## src/rtl/program_loader.sv

```systemverilog
// Byte-stream program loader: packs bytes into little-endian words,
// writes them to memory and releases the CPU once the image is in.
module program_loader #(
  parameter int unsigned DEPTH_WORDS = 64,
  parameter logic [31:0] BASE_ADDR   = 32'h0
) (
  input  logic        clk,
  input  logic        rst_n,
  input  logic        in_valid,
  output logic        in_ready,
  input  logic [7:0]  in_byte,
  input  logic        in_last,
  output logic        memwrite,
  output logic [31:0] memaddress,
  output logic [31:0] memdatain,
  output logic        cpu_hold,
  output logic        done,
  output logic        error,
  output logic [15:0] words_written
);

  localparam int unsigned WIW = $clog2(DEPTH_WORDS + 1);

  typedef enum logic [1:0] {
    S_COLLECT,
    S_WRITE,
    S_DONE,
    S_ERROR
  } state_e;

  state_e         state_q, state_d;
  logic [1:0]     bidx_q, bidx_d;
  logic [31:0]    asm_q, asm_d;
  logic [WIW-1:0] widx_q, widx_d;
  logic           last_q, last_d;
  logic           mw_q, mw_d;
  logic [31:0]    ma_q, ma_d;
  logic [31:0]    md_q, md_d;
  logic           hold_q, hold_d;
  logic           done_q, done_d;
  logic           err_q, err_d;
  logic [15:0]    cnt_q, cnt_d;
  logic [31:0]    asm_next;

  // Lane insert; the register is zero between words so OR suffices.
  assign asm_next = asm_q
    | ({24'b0, in_byte} << {bidx_q, 3'b000});

  // Next-state, handshake and registered-output decode.
  always_comb begin
    state_d  = state_q;
    bidx_d   = bidx_q;
    asm_d    = asm_q;
    widx_d   = widx_q;
    last_d   = last_q;
    mw_d     = 1'b0;
    ma_d     = ma_q;
    md_d     = md_q;
    hold_d   = hold_q;
    done_d   = done_q;
    err_d    = err_q;
    cnt_d    = cnt_q;
    in_ready = (state_q == S_COLLECT)
            || (state_q == S_ERROR);
    unique case (state_q)
      S_COLLECT: begin
        if (in_valid) begin
          bidx_d = bidx_q + 2'd1;
          asm_d  = asm_next;
          if (bidx_q == 2'd3 || in_last) begin
            if (widx_q == WIW'(DEPTH_WORDS)) begin
              state_d = S_ERROR;
              err_d   = 1'b1;
            end else begin
              state_d = S_WRITE;
              mw_d    = 1'b1;
              ma_d    = BASE_ADDR
                      + 32'({widx_q, 2'b00});
              md_d    = asm_next;
              last_d  = in_last;
            end
          end
        end
      end
      S_WRITE: begin
        widx_d = widx_q + 1'b1;
        asm_d  = 32'h0;
        bidx_d = 2'd0;
        if (cnt_q != 16'hFFFF)
          cnt_d = cnt_q + 16'd1;
        if (last_q) begin
          state_d = S_DONE;
          hold_d  = 1'b0;
          done_d  = 1'b1;
        end else begin
          state_d = S_COLLECT;
        end
      end
      S_DONE:  state_d = S_DONE;
      S_ERROR: state_d = S_ERROR;
      default: state_d = S_COLLECT;
    endcase
  end

  // State and output registers with synchronous reset.
  always_ff @(posedge clk) begin
    if (!rst_n) begin
      state_q <= S_COLLECT;
      bidx_q  <= 2'd0;
      asm_q   <= 32'h0;
      widx_q  <= '0;
      last_q  <= 1'b0;
      mw_q    <= 1'b0;
      ma_q    <= BASE_ADDR;
      md_q    <= 32'h0;
      hold_q  <= 1'b1;
      done_q  <= 1'b0;
      err_q   <= 1'b0;
      cnt_q   <= 16'h0;
    end else begin
      state_q <= state_d;
      bidx_q  <= bidx_d;
      asm_q   <= asm_d;
      widx_q  <= widx_d;
      last_q  <= last_d;
      mw_q    <= mw_d;
      ma_q    <= ma_d;
      md_q    <= md_d;
      hold_q  <= hold_d;
      done_q  <= done_d;
      err_q   <= err_d;
      cnt_q   <= cnt_d;
    end
  end

  assign memwrite      = mw_q;
  assign memaddress    = ma_q;
  assign memdatain     = md_q;
  assign cpu_hold      = hold_q;
  assign done          = done_q;
  assign error         = err_q;
  assign words_written = cnt_q;

endmodule
```

## config.mk

```make
export PLATFORM = sky130hd
export DESIGN_NAME = program_loader
export DESIGN_NICKNAME = d
export VERILOG_FILES = /design/src/rtl/program_loader.sv
export SDC_FILE = /design/constraint.sdc
export NUM_CORES = 1
export LEC_CHECK = 0
export CORE_MARGIN = 1
export CORE_UTILIZATION = 52
export CTS_BUF_LIST = sky130_fd_sc_hd__clkbuf_4
export DETAILED_ROUTE_END_ITERATION = 10
export PLACE_DENSITY = 0.84
export SETUP_SLACK_MARGIN = 0.2
export SKIP_CTS_REPAIR_TIMING = 1
export SLEW_MARGIN = 20
export SYNTH_ARGS = -nofsm -noshare
export SYNTH_HDL_FRONTEND = slang
export SYNTH_SLANG_ARGS = --single-unit
export TNS_END_PERCENT = 30
```

## constraint.sdc

```tcl
create_clock -name clk -period 2.35 [get_ports clk]
set_input_delay 0.3525 -clock clk [delete_from_list [all_inputs] [get_ports clk]]
set_output_delay 0.3525 -clock clk [all_outputs]
set_load 0.02 [all_outputs]
```

Word level (Yosys, flattened, before mapping)
Cells that the tools add are included.
- add/subtract/negate cells: 3
- equality and inequality tests: 8
- shifts and indexed selects: 1
- mux-type cells: 10
- bitwise operators: 2
- reduce and logical (&&, ||, !) cells: 11
- operator list (operator ; number):
    $pmux W32 S2 ; 1
    $mux W32 ; 1
    $or A32 B32 Y32 ; 1
    $shl A8 B5 Y32 ; 1
    $add A16 B1 Y16 const B ; 1
    $ne A16 B16 Y1 const B ; 1
    $reduce_and A4 Y1 ; 3
    $mux W2 ; 5
    $pmux W2 S4 ; 1
    $reduce_and A2 Y1 ; 4
    $add A7 B1 Y7 const B ; 1
    $eq A7 B7 Y1 const B ; 1
    $eq A2 B2 Y1 const B ; 3
    $pmux W2 S2 ; 1
    $add A2 B1 Y2 const B ; 1
    $eq A2 B1 Y1 const B ; 1
    $logic_not A2 Y1 ; 1
    $logic_or A1 B1 Y1 ; 2
    $ne A2 B1 Y1 const B ; 1
    $ne A2 B2 Y1 const B ; 1
    $reduce_bool A2 Y1 ; 1
    $mux W1 ; 1
    $not A1 Y1 ; 1
- flip-flop bits (word level): 103
- word-level logic and storage cells: 47

Depth between registers and ports, before layout
Gate-level depths: netlist of the first run.
- depth in word-level cells: 5
- mapped depth: 9
- depth with buffers taken out: 6

Worst setup path after synthesis of the first run
No wires, ideal clock.
- path kind: register -> register
- start point: register state_q[1]
- end point: register cnt_q[9] (netlist: words_written[9])
- arrival: 1698 ps
- required time: 2280 ps
- slack: 582 ps
- cell stages (with the launch flop): 8
- clock period less this slack: 1768 ps
- path through: dfxtp_1 > inv_1 > ha_1 > nand4_2 > or2_0 > buf_2 > or4_1 > a21oi_1
- word-level cells in the longest chain between the ends: 2
- ends and longest elaborated chain (what ; RTL line ; source):
    start: declaration ; 31 ; state_e state_q, state_d;
    start signal: assignment ; 121 ; state_q <= state_d;
    $eq A2 B1 Y1 ; 65 ; unique case (state_q)
    $reduce_and A2 Y1 (no source line) ; n/a ;
    end signal: assignment ; 132 ; cnt_q <= cnt_d;
    end: declaration ; 42 ; logic [15:0] cnt_q, cnt_d;
Every way passes these cells.
A chain may end at the register's enable or synchronous reset.

Worst setup path in the final report of the first run
- start point: register state_q[0]
- end point: register md_q[6] (netlist: memdatain[6])
- word-level cells in the longest chain between the ends: 2
- ends and longest elaborated chain (what ; RTL line ; source):
    $logic_not A2 Y1 ; 65 ;
    $reduce_and A4 Y1 (no source line) ; n/a ;
    end signal: assignment ; 128 ; md_q <= md_d;
    end: declaration ; 38 ; logic [31:0] md_q, md_d;
Every way passes these cells.

==> results of run 1 <==
==> power by group <==
group          internal, mW  switching (mW)
combinational         0.240           0.369
sequential             1.83          0.0607
clock                 0.339           0.616
total                  2.41            1.05
==> area by class of cell <==
cell class / instances / area [um^2] / area share
timing repair buffer: 85 / 831 / 0.160
clock buffer: 9 / 67.6 / 0.0130
clock inverter: 7 / 77.6 / 0.0150
inverter: 10 / 37.5 / 0.00724
multi-input combinational: 347 / 1980 / 0.382
sequential: 103 / 2060 / 0.398
tap: 102 / 128 / 0.0246
==> synthesized netlist by cell type (7+ instances only) <==
| cell type | number |
|---|---|
| a211oi_1 | 33 |
| a21oi_1 | 19 |
| buf_4 | 25 |
| a22oi_1 | 33 |
| nor2_1 | 87 |
| inv_1 | 9 |
| nand4_1 | 7 |
| nor3_1 | 35 |
| o21ai_0 | 7 |
| dfxtp_1 | 103 |
| ha_1 | 8 |
| clkbuf_2 | 9 |
| clkbuf_1 | 23 |
| nand2_1 | 30 |
==> stage by stage <==
| stage | hold slack (ns) | area, um^2 |
|---|---|---|
| finish | 0.458 | 5180 |
| global route | 0.482 | 5180 |
| CTS | 0.462 | 5180 |
| detailed placement | 0.441 | 5030 |
| global placement | 0.432 | 5030 |
| floorplan | 0.449 | 4410 |
==> registers in the layout (all words and copies together), names as in the netlist <==
name	cells
memaddress	7
bidx_q	2
memwrite	1
memdatain	32
done	1
state_q	2
words_written	16
cpu_hold	1
last_q	1
error	1
asm_q	32
widx_q	7
==> logic make-up (layout without fill, tap and decap cells) <==
kind of cell    Yosys count  in the layout  synth area share
flops                   103            103             0.477
fa+ha+maj                 8              8            0.0231
buf+inv                  72            111            0.0882
xor+xnor                  4              4           0.00810
compound gates          112            112             0.184
other cells               1             25          0.000867
mux                       5              5            0.0116
simple gates            193            193             0.207
==> routing by layer <==
layer,global-route usage,routed length [um]
met5,0,0
met2,0.382,4830
met1,0.302,4320
met3,0.0398,662
met4,0.108,160
==> worst register-to-register path, cell delays in order (launching register included) <==
cell      delay (ns)
dfxtp_1         0.37
inv_1           0.11
ha_1            0.34
o211ai_1        0.18
buf_4           0.18
a41oi_2         0.17
buf_4           0.32
nor2_1          0.08
nor3_1          0.20
==> worst max path at each step <==
stage / cells past startpoint / start / end / slack [ns]
2_1_floorplan: 7 / state_q[1]$_SDFFE_PN0P_ / words_written[9]$_SDFFE_PN0P_ / 0.58
3_3_place_gp: 7 / in_valid / memdatain[14]$_SDFFE_PN0P_ / 0.39
3_5_place_dp: 7 / in_valid / memdatain[6]$_SDFFE_PN0P_ / 0.28
4_1_cts: 4 / state_q[0]$_SDFFE_PN0P_ / in_ready / 0.06
5_1_grt: 7 / state_q[1]$_SDFFE_PN0P_ / asm_q[26]$_SDFFE_PN0P_ / 0.16
6_report: 8 / state_q[0]$_SDFFE_PN0P_ / memdatain[6]$_SDFFE_PN0P_ / 0.33
==> results.toml, run 1 <==
[power_and_ir_drop]
powerDensity_nw_per_um2 = 667
vdd_ir_drop_max_uv = 326
total_power_mw = 3.45
p_leak_nw = 1.84

[clock_tree]
cts.path.max_buffers = 2
cts_tree = "built"
htreeDepth = 3
clk_latency_ns = 0.45
clk_pin_slew_worst_paths_ns = 0.16
cts.sinks = 103
numCtsBuffers = 9
cts-root-buf = "clkbuf_4"

[detailed_routing]
drc = 0
dr.first_iter.drc_count = 208
wire_per_inst_um = 15.0
ant_nets = 0
wl_mm = 9.98
firstDrtPassIters = 4
vias = 3759
via_per_inst = 5.67

[sta]
final-setup-viol-count = 0
clock_skew_ns = 0.0176
fin_ws_ns = 0.326
drv_slew = 0
max_freq_ghz = 0.494
hold_viol_final = 0
fin_crit_ns = 2.02
worst-slew-pin-transition_ns = 0.657
fin_crit_sh = 0.861
rsz0062_at_grt = "true"
setup-tns-final_ns = 0
relSlewSlack = 0.561

[worst_setup_path]
path_class = "reg2reg"
worst-r2r-setup-slack_ns = 0.33
crit_slowest_cell = "dfxtp_1"
r2r_cells = 8
critPathMaxStageDelay_ns = 0.37
critPathTopFamily = "buffers and inverters"
crit_fanout = 27
cp_num_buf_inv = 3
path_cells = "inv_1, ha_1, o211ai_1, buf_4, a41oi_2, buf_4, nor2_1, nor3_1"
critPathLaunchType = "register"
r2r-end = "memdatain[6]$_SDFFE_PN0P_"
crit_required_ns = 2.73
worst_ep_arrival_time_ns = 2.40
cpMostUsedCell = "buf_4"
endpoint_kind = "register"
r2r-start = "state_q[0]$_SDFFE_PN0P_"

[placed_design]
place_ws_ns = 0.279
gp_congestion = 0.817
dpl.cell_count = 647
hpwl_mm = 6.99
port_buffers = 71

[cells_and_area]
drive_above_1_share = 0.0660
layout.nets = 576
final_cell_mix = "103 x dfxtp_1, 87 x nor2_1, 70 x clkdlybuf4s50_1"
fillers = 629
syn_to_final_growth_pct = 19.8
insertedDiodeCount = 0
final_common_cell = "dfxtp_1"
fin_cells = 663
utilization = 0.657

[floorplanning]
fp.coreArea_um2 = 7890
die_h_um = 93.2
ioPinCount = 97
rows = 32
die_area_um2 = 8680
die_width_um = 93.2
start_util = 0.548

[global_routing]
grt_pass1_wl_mm = 16.2
grt_usage = 0.234
overflow = 0
grt_pass1_vias = 3467
antenna_found_initial = 0
grt_max_degree = 47

[synthesis]
yosysSeqAreaShare = 0.477
yosys_warnings = 0
synth.area.top_cells = "dfxtp_1 48%, nor2_1 7.6%, a211oi_1 5.7%"
synth_edf_count = 0
synth_area_leader_cell = "dfxtp_1"
ys_types = 49
synth_ff_type = "dfxtp_1"
ys_async_sr_fraction = 0
synth_seq_cells = 103
syn_inst = 498
synthesis.area_um2 = 4320
synth_top_area_share = 0.477
postSynthAreaPerCell_um2 = 8.68

[hold_path]
min_path_type = "reg2reg"
holdPathStages = 2
holdCritStartpoint = "cpu_hold$_SDFFE_PN1P_"
min_to = "cpu_hold$_SDFFE_PN1P_"

[outcome]
status = "complete, no violations"

[run]
maxCapViolCount = 0
(Power assumes the default switching activity.)
==> run 2: changes to the inputs <==
Settings changed: CORE_MARGIN 1 to 5.
==> results.toml, run 2 (synthesis gave the netlist of run 1 again) <==
[outcome]
status = "complete, no violations"

[detailed_routing]
via_per_inst = 5.61
vias = 3739
wire_per_inst_um = 14.8
ant_nets = 0
drc = 0
top_layer = "met4"
firstDrtPassIters = 5
wl_met2_mm = 4.77
wl_met1_mm = 4.40
dr.first_iter.drc_count = 159
wl_mm = 9.87
wl_met3_um = 564

[sta]
fin_ws_ns = 0.403
drv_slew = 0
fin_crit_ns = 1.95
setup-tns-final_ns = 0
relSlewSlack = 0.611
final-setup-viol-count = 0
rsz0062_at_grt = "false"
fin_crit_sh = 0.829
clock_skew_ns = 0.0398
hold_viol_final = 0
max_freq_ghz = 0.514
worst-slew-pin-transition_ns = 0.582

[placed_design]
hpwl_mm = 6.97
gp_congestion = 0.833
place_ws_ns = 0.178
port_buffers = 71

[power_and_ir_drop]
pwr-share-seq = 0.547
pwr-share-comb = 0.176
total_power_mw = 3.46
p_sw_mw = 1.11
powerDensity_nw_per_um2 = 663
vdd_ir_drop_max_uv = 437
p_sw_frac = 0.321
clockPowerShare = 0.277
p_int_mw = 2.35
p_leak_nw = 1.85

[hold_path]
min_path_type = "reg2reg"
holdPathStages = 2

[run]
maxCapViolCount = 0

[clock_tree]
cts.sinks = 103
cts-root-buf = "clkbuf_4"
clk_pin_slew_worst_paths_ns = 0.18
cts.path.max_buffers = 2
htreeDepth = 3
numCtsBuffers = 9
cts_tree = "built"
clk_latency_ns = 0.47

[floorplanning]
start_util = 0.529
die_width_um = 101
die_area_um2 = 10200
fp.coreArea_um2 = 8180
rows = 33
ioPinCount = 97
die_h_um = 101

[global_routing]
overflow = 0
grt_pass1_wl_mm = 16.3
grt_usage = 0.195
antenna_found_initial = 0
grt_pass1_vias = 3480
grt_max_degree = 85

[worst_setup_path]
crit_fanout = 11
worst_ep_arrival_time_ns = 2.36
r2r_cells = 7
path_class = "reg2reg"
crit_required_ns = 2.76
endpoint_kind = "register"
critPathLaunchType = "register"

[cells_and_area]
final_cell_mix = "101 x dfxtp_1, 87 x nor2_1, 70 x clkdlybuf4s50_1"
syn_to_final_growth_pct = 20.5
insertedDiodeCount = 0
drive_above_1_share = 0.0730
final_common_cell = "dfxtp_1"
layout.nets = 577
-- run 2: cell count changes in the layout (fill, tap and decap cells not counted), sizes merged --
cell    before  now
bufinv       1    0
buf         14   15
clkinv       3    2
inv         13   15
-- run 2: worst paths after layout --
check	to	start	slack [ns]
setup reg to reg	words_written[10]$_SDFFE_PN0P_	state_q[1]$_SDFFE_PN0P_	0.40
hold / removal	cpu_hold$_SDFFE_PN1P_	cpu_hold$_SDFFE_PN1P_	0.45
setup / recovery	words_written[10]$_SDFFE_PN0P_	state_q[1]$_SDFFE_PN0P_	0.40
hold reg to reg	cpu_hold$_SDFFE_PN1P_	cpu_hold$_SDFFE_PN1P_	0.45
-- run 2: worst max-delay path, cell delays in order, from the launching register on --
cell      delay, ns
dfxtp_1        0.38
inv_1          0.08
ha_1           0.28
buf_4          0.23
and4_1         0.23
o211ai_1       0.14
or4_1          0.42
a21oi_1        0.14
-- run 2: per-layer routing --
layer	GRT usage	vias to the layer above
li1	-	1838
met1	0.253	1779
met2	0.327	112
met3	0.0482	10
met4	0.0460	0
met5	0	-
-- run 2: power groups by stage --
stage / Sequential [mW] / Combinational [mW] / Clock [mW]
2_1_floorplan: 1.98 / 0.360 / 0
3_3_place_gp: 1.92 / 0.593 / 0
3_5_place_dp: 1.93 / 0.607 / 0
4_1_cts: 1.89 / 0.610 / 0.985
5_1_grt: 1.90 / 0.663 / 1.05
6_report: 1.89 / 0.608 / 0.957
-- run 2: stage by stage --
step	hold WS (ns)	instance area, um^2	util	std cells
finish	0.455	5210	0.637	667
global route	0.501	5210	0.637	667
CTS	0.460	5200	0.637	667
detailed placement	0.437	5040	0.617	651
global placement	0.432	5040	0.617	651
floorplan	0.449	4410	-	522
-- run 2: final cells by class --
cell class,instances,area (um^2)
Tap cell,105,131
Clock buffer,9,67.6
Fill cell,674,2960
Timing Repair Buffer,86,838
Inverter,10,37.5
Clock inverter,7,91.3
Multi-Input combinational cell,347,1980
Sequential cell,103,2060
==> run 3: changes to the inputs <==
Settings changed: CORE_UTILIZATION 52 to 47, PLACE_DENSITY 0.84 to 0.8.
Clock period 2.35 ns to 1.73 ns, I/O delays scaled along.
==> results.toml, run 3 (synthesis gave the netlist of run 1 again) <==
[outcome]
status = "complete, but fails checks"
violations = "setup timing"

[detailed_routing]
ant_nets = 0
via_per_inst = 5.84
vias = 4126
wl_met1_mm = 5.08
dr.first_iter.drc_count = 359
drc = 0
wire_per_inst_um = 18.4
top_layer = "met4"
wl_met3_um = 766
firstDrtPassIters = 5
wl_mm = 13.0
wl_met2_mm = 6.74

[sta]
fin_crit_ns = 1.85
worst-slew-pin-transition_ns = 0.610
timing.hold.ws_ns = 0.371
hold_viol_final = 0
rsz0062_at_grt = "true"
drv_slew = 0
clock_skew_ns = 0.0277
fin_ws_ns = -0.115
final-setup-viol-count = 28
fin_crit_sh = 1.07
setup-tns-final_ns = -1.22
max_freq_ghz = 0.542
relSlewSlack = 0.593

[worst_setup_path]
r2r-start = "state_q[1]$_SDFFE_PN0P_"
worst_ep_arrival_time_ns = 2.26
cpMostUsedCell = "buf_4"
r2r-end = "memdatain[8]$_SDFFE_PN0P_"
crit_fanout = 13
r2r_cells = 9
critPathLaunchType = "register"
critPathMaxStageDelay_ns = 0.40
cp_num_buf_inv = 4
path_class = "reg2reg"
path_cells = "inv_4, ha_4, o211ai_1, buf_4, a41oi_4, buf_4, clkbuf_16, nor2_1, nor3_1"
worst-r2r-setup-slack_ns = -0.12
critPathTopFamily = "buffers and inverters"
crit_required_ns = 2.14
endpoint_kind = "register"
crit_slowest_cell = "dfxtp_4"

[floorplanning]
die_width_um = 106
rows = 35
start_util = 0.475
die_area_um2 = 11200
die_h_um = 106
fp.coreArea_um2 = 9110
ioPinCount = 97

[clock_tree]
cts-root-buf = "clkbuf_4"
cts_tree = "built"
numCtsBuffers = 9
cts.path.max_buffers = 2
clk_latency_ns = 0.48
clk_pin_slew_worst_paths_ns = 0.18
htreeDepth = 3
cts.sinks = 103

[global_routing]
overflow = 0
antenna_found_initial = 0
grt_pass1_wl_mm = 17.7
grt_max_degree = 45
grt_pass1_vias = 3765
grt_usage = 0.192

[power_and_ir_drop]
pwr-share-comb = 0.230
pwr-share-seq = 0.522
p_int_mw = 3.30
p_sw_mw = 1.63
p_sw_frac = 0.331
total_power_mw = 4.93
clockPowerShare = 0.248
vdd_ir_drop_max_uv = 438
powerDensity_nw_per_um2 = 796
p_leak_nw = 3.11

[placed_design]
port_buffers = 71
gp_congestion = 0.870
dpl.cell_count = 673
hpwl_mm = 7.39

[cells_and_area]
final_common_cell = "dfxtp_1"
layout.nets = 610
fin_cells = 706
utilization = 0.680
drive_above_1_share = 0.250
syn_to_final_growth_pct = 43.2
final_cell_mix = "88 x dfxtp_1, 78 x nor2_1, 58 x dlymetal6s2s_1"
insertedDiodeCount = 0

[hold_path]
min_to = "cpu_hold$_SDFFE_PN1P_"
holdPathStages = 2
holdCritStartpoint = "rst_n"
min_path_type = "in2reg"

[run]
maxCapViolCount = 0
==> run 3: power by group through the flow <==
stage	clock, mW	sequential [mW]	combinational [mW]
after global routing	1.33	2.59	1.21
after CTS	1.23	2.56	0.911
after detailed placement	0	2.61	0.907
after floorplan	0	2.69	0.513
final	1.22	2.58	1.13
after global placement	0	2.61	0.883
==> run 3: worst reg2reg max path: cells and delay by family, from the launching register on <==
family                   cells  cell delay (ns)
AO/OA/AOI/OAI                2             0.40
flip-flops                   1             0.40
AND/OR/NAND/NOR              2             0.23
adder cells (fa/ha/maj)      1             0.14
buffers and inverters        4             0.61
==> run 3: worst max-delay path by stage <==
| stage | from | endpoint | depth (start not counted) |
|---|---|---|---|
| global route | state_q[1]$_SDFFE_PN0P_ | memdatain[8]$_SDFFE_PN0P_ | 9 |
| finish | state_q[1]$_SDFFE_PN0P_ | memdatain[8]$_SDFFE_PN0P_ | 9 |
| global placement | in_last | memdatain[3]$_SDFFE_PN0P_ | 6 |
| floorplan | state_q[1]$_SDFFE_PN0P_ | words_written[9]$_SDFFE_PN0P_ | 7 |
| detailed placement | in_last | memaddress[4]$_SDFFE_PN0P_ | 7 |
| CTS | state_q[0]$_SDFFE_PN0P_ | in_ready | 4 |
==> run 3: layout make-up <==
cell class                 count  area [um^2]
clock inverter                 7         66.3
clock buffer                   9         67.6
tap                          111          139
multi-input combinational    347         2400
inverter                      10         45.0
sequential                   103         2100
fill                         631         2920
timing repair buffer         119         1380
==> run 3: metal layers <==
metal | vias to the layer above | GRT usage
li1 | 1901 | -
met1 | 1988 | 0.238
met2 | 194 | 0.326
met3 | 43 | 0.0455
met4 | 0 | 0.0685
met5 | - | 0
==> run 3: per-stage QoR <==
stage,cell area (um^2),worst slack (ns)
after floorplan,4500,0.0915
after global placement,5270,-0.0894
after global routing,6190,-0.174
final,6190,-0.115
after detailed placement,5270,-0.154
after CTS,5400,-0.462
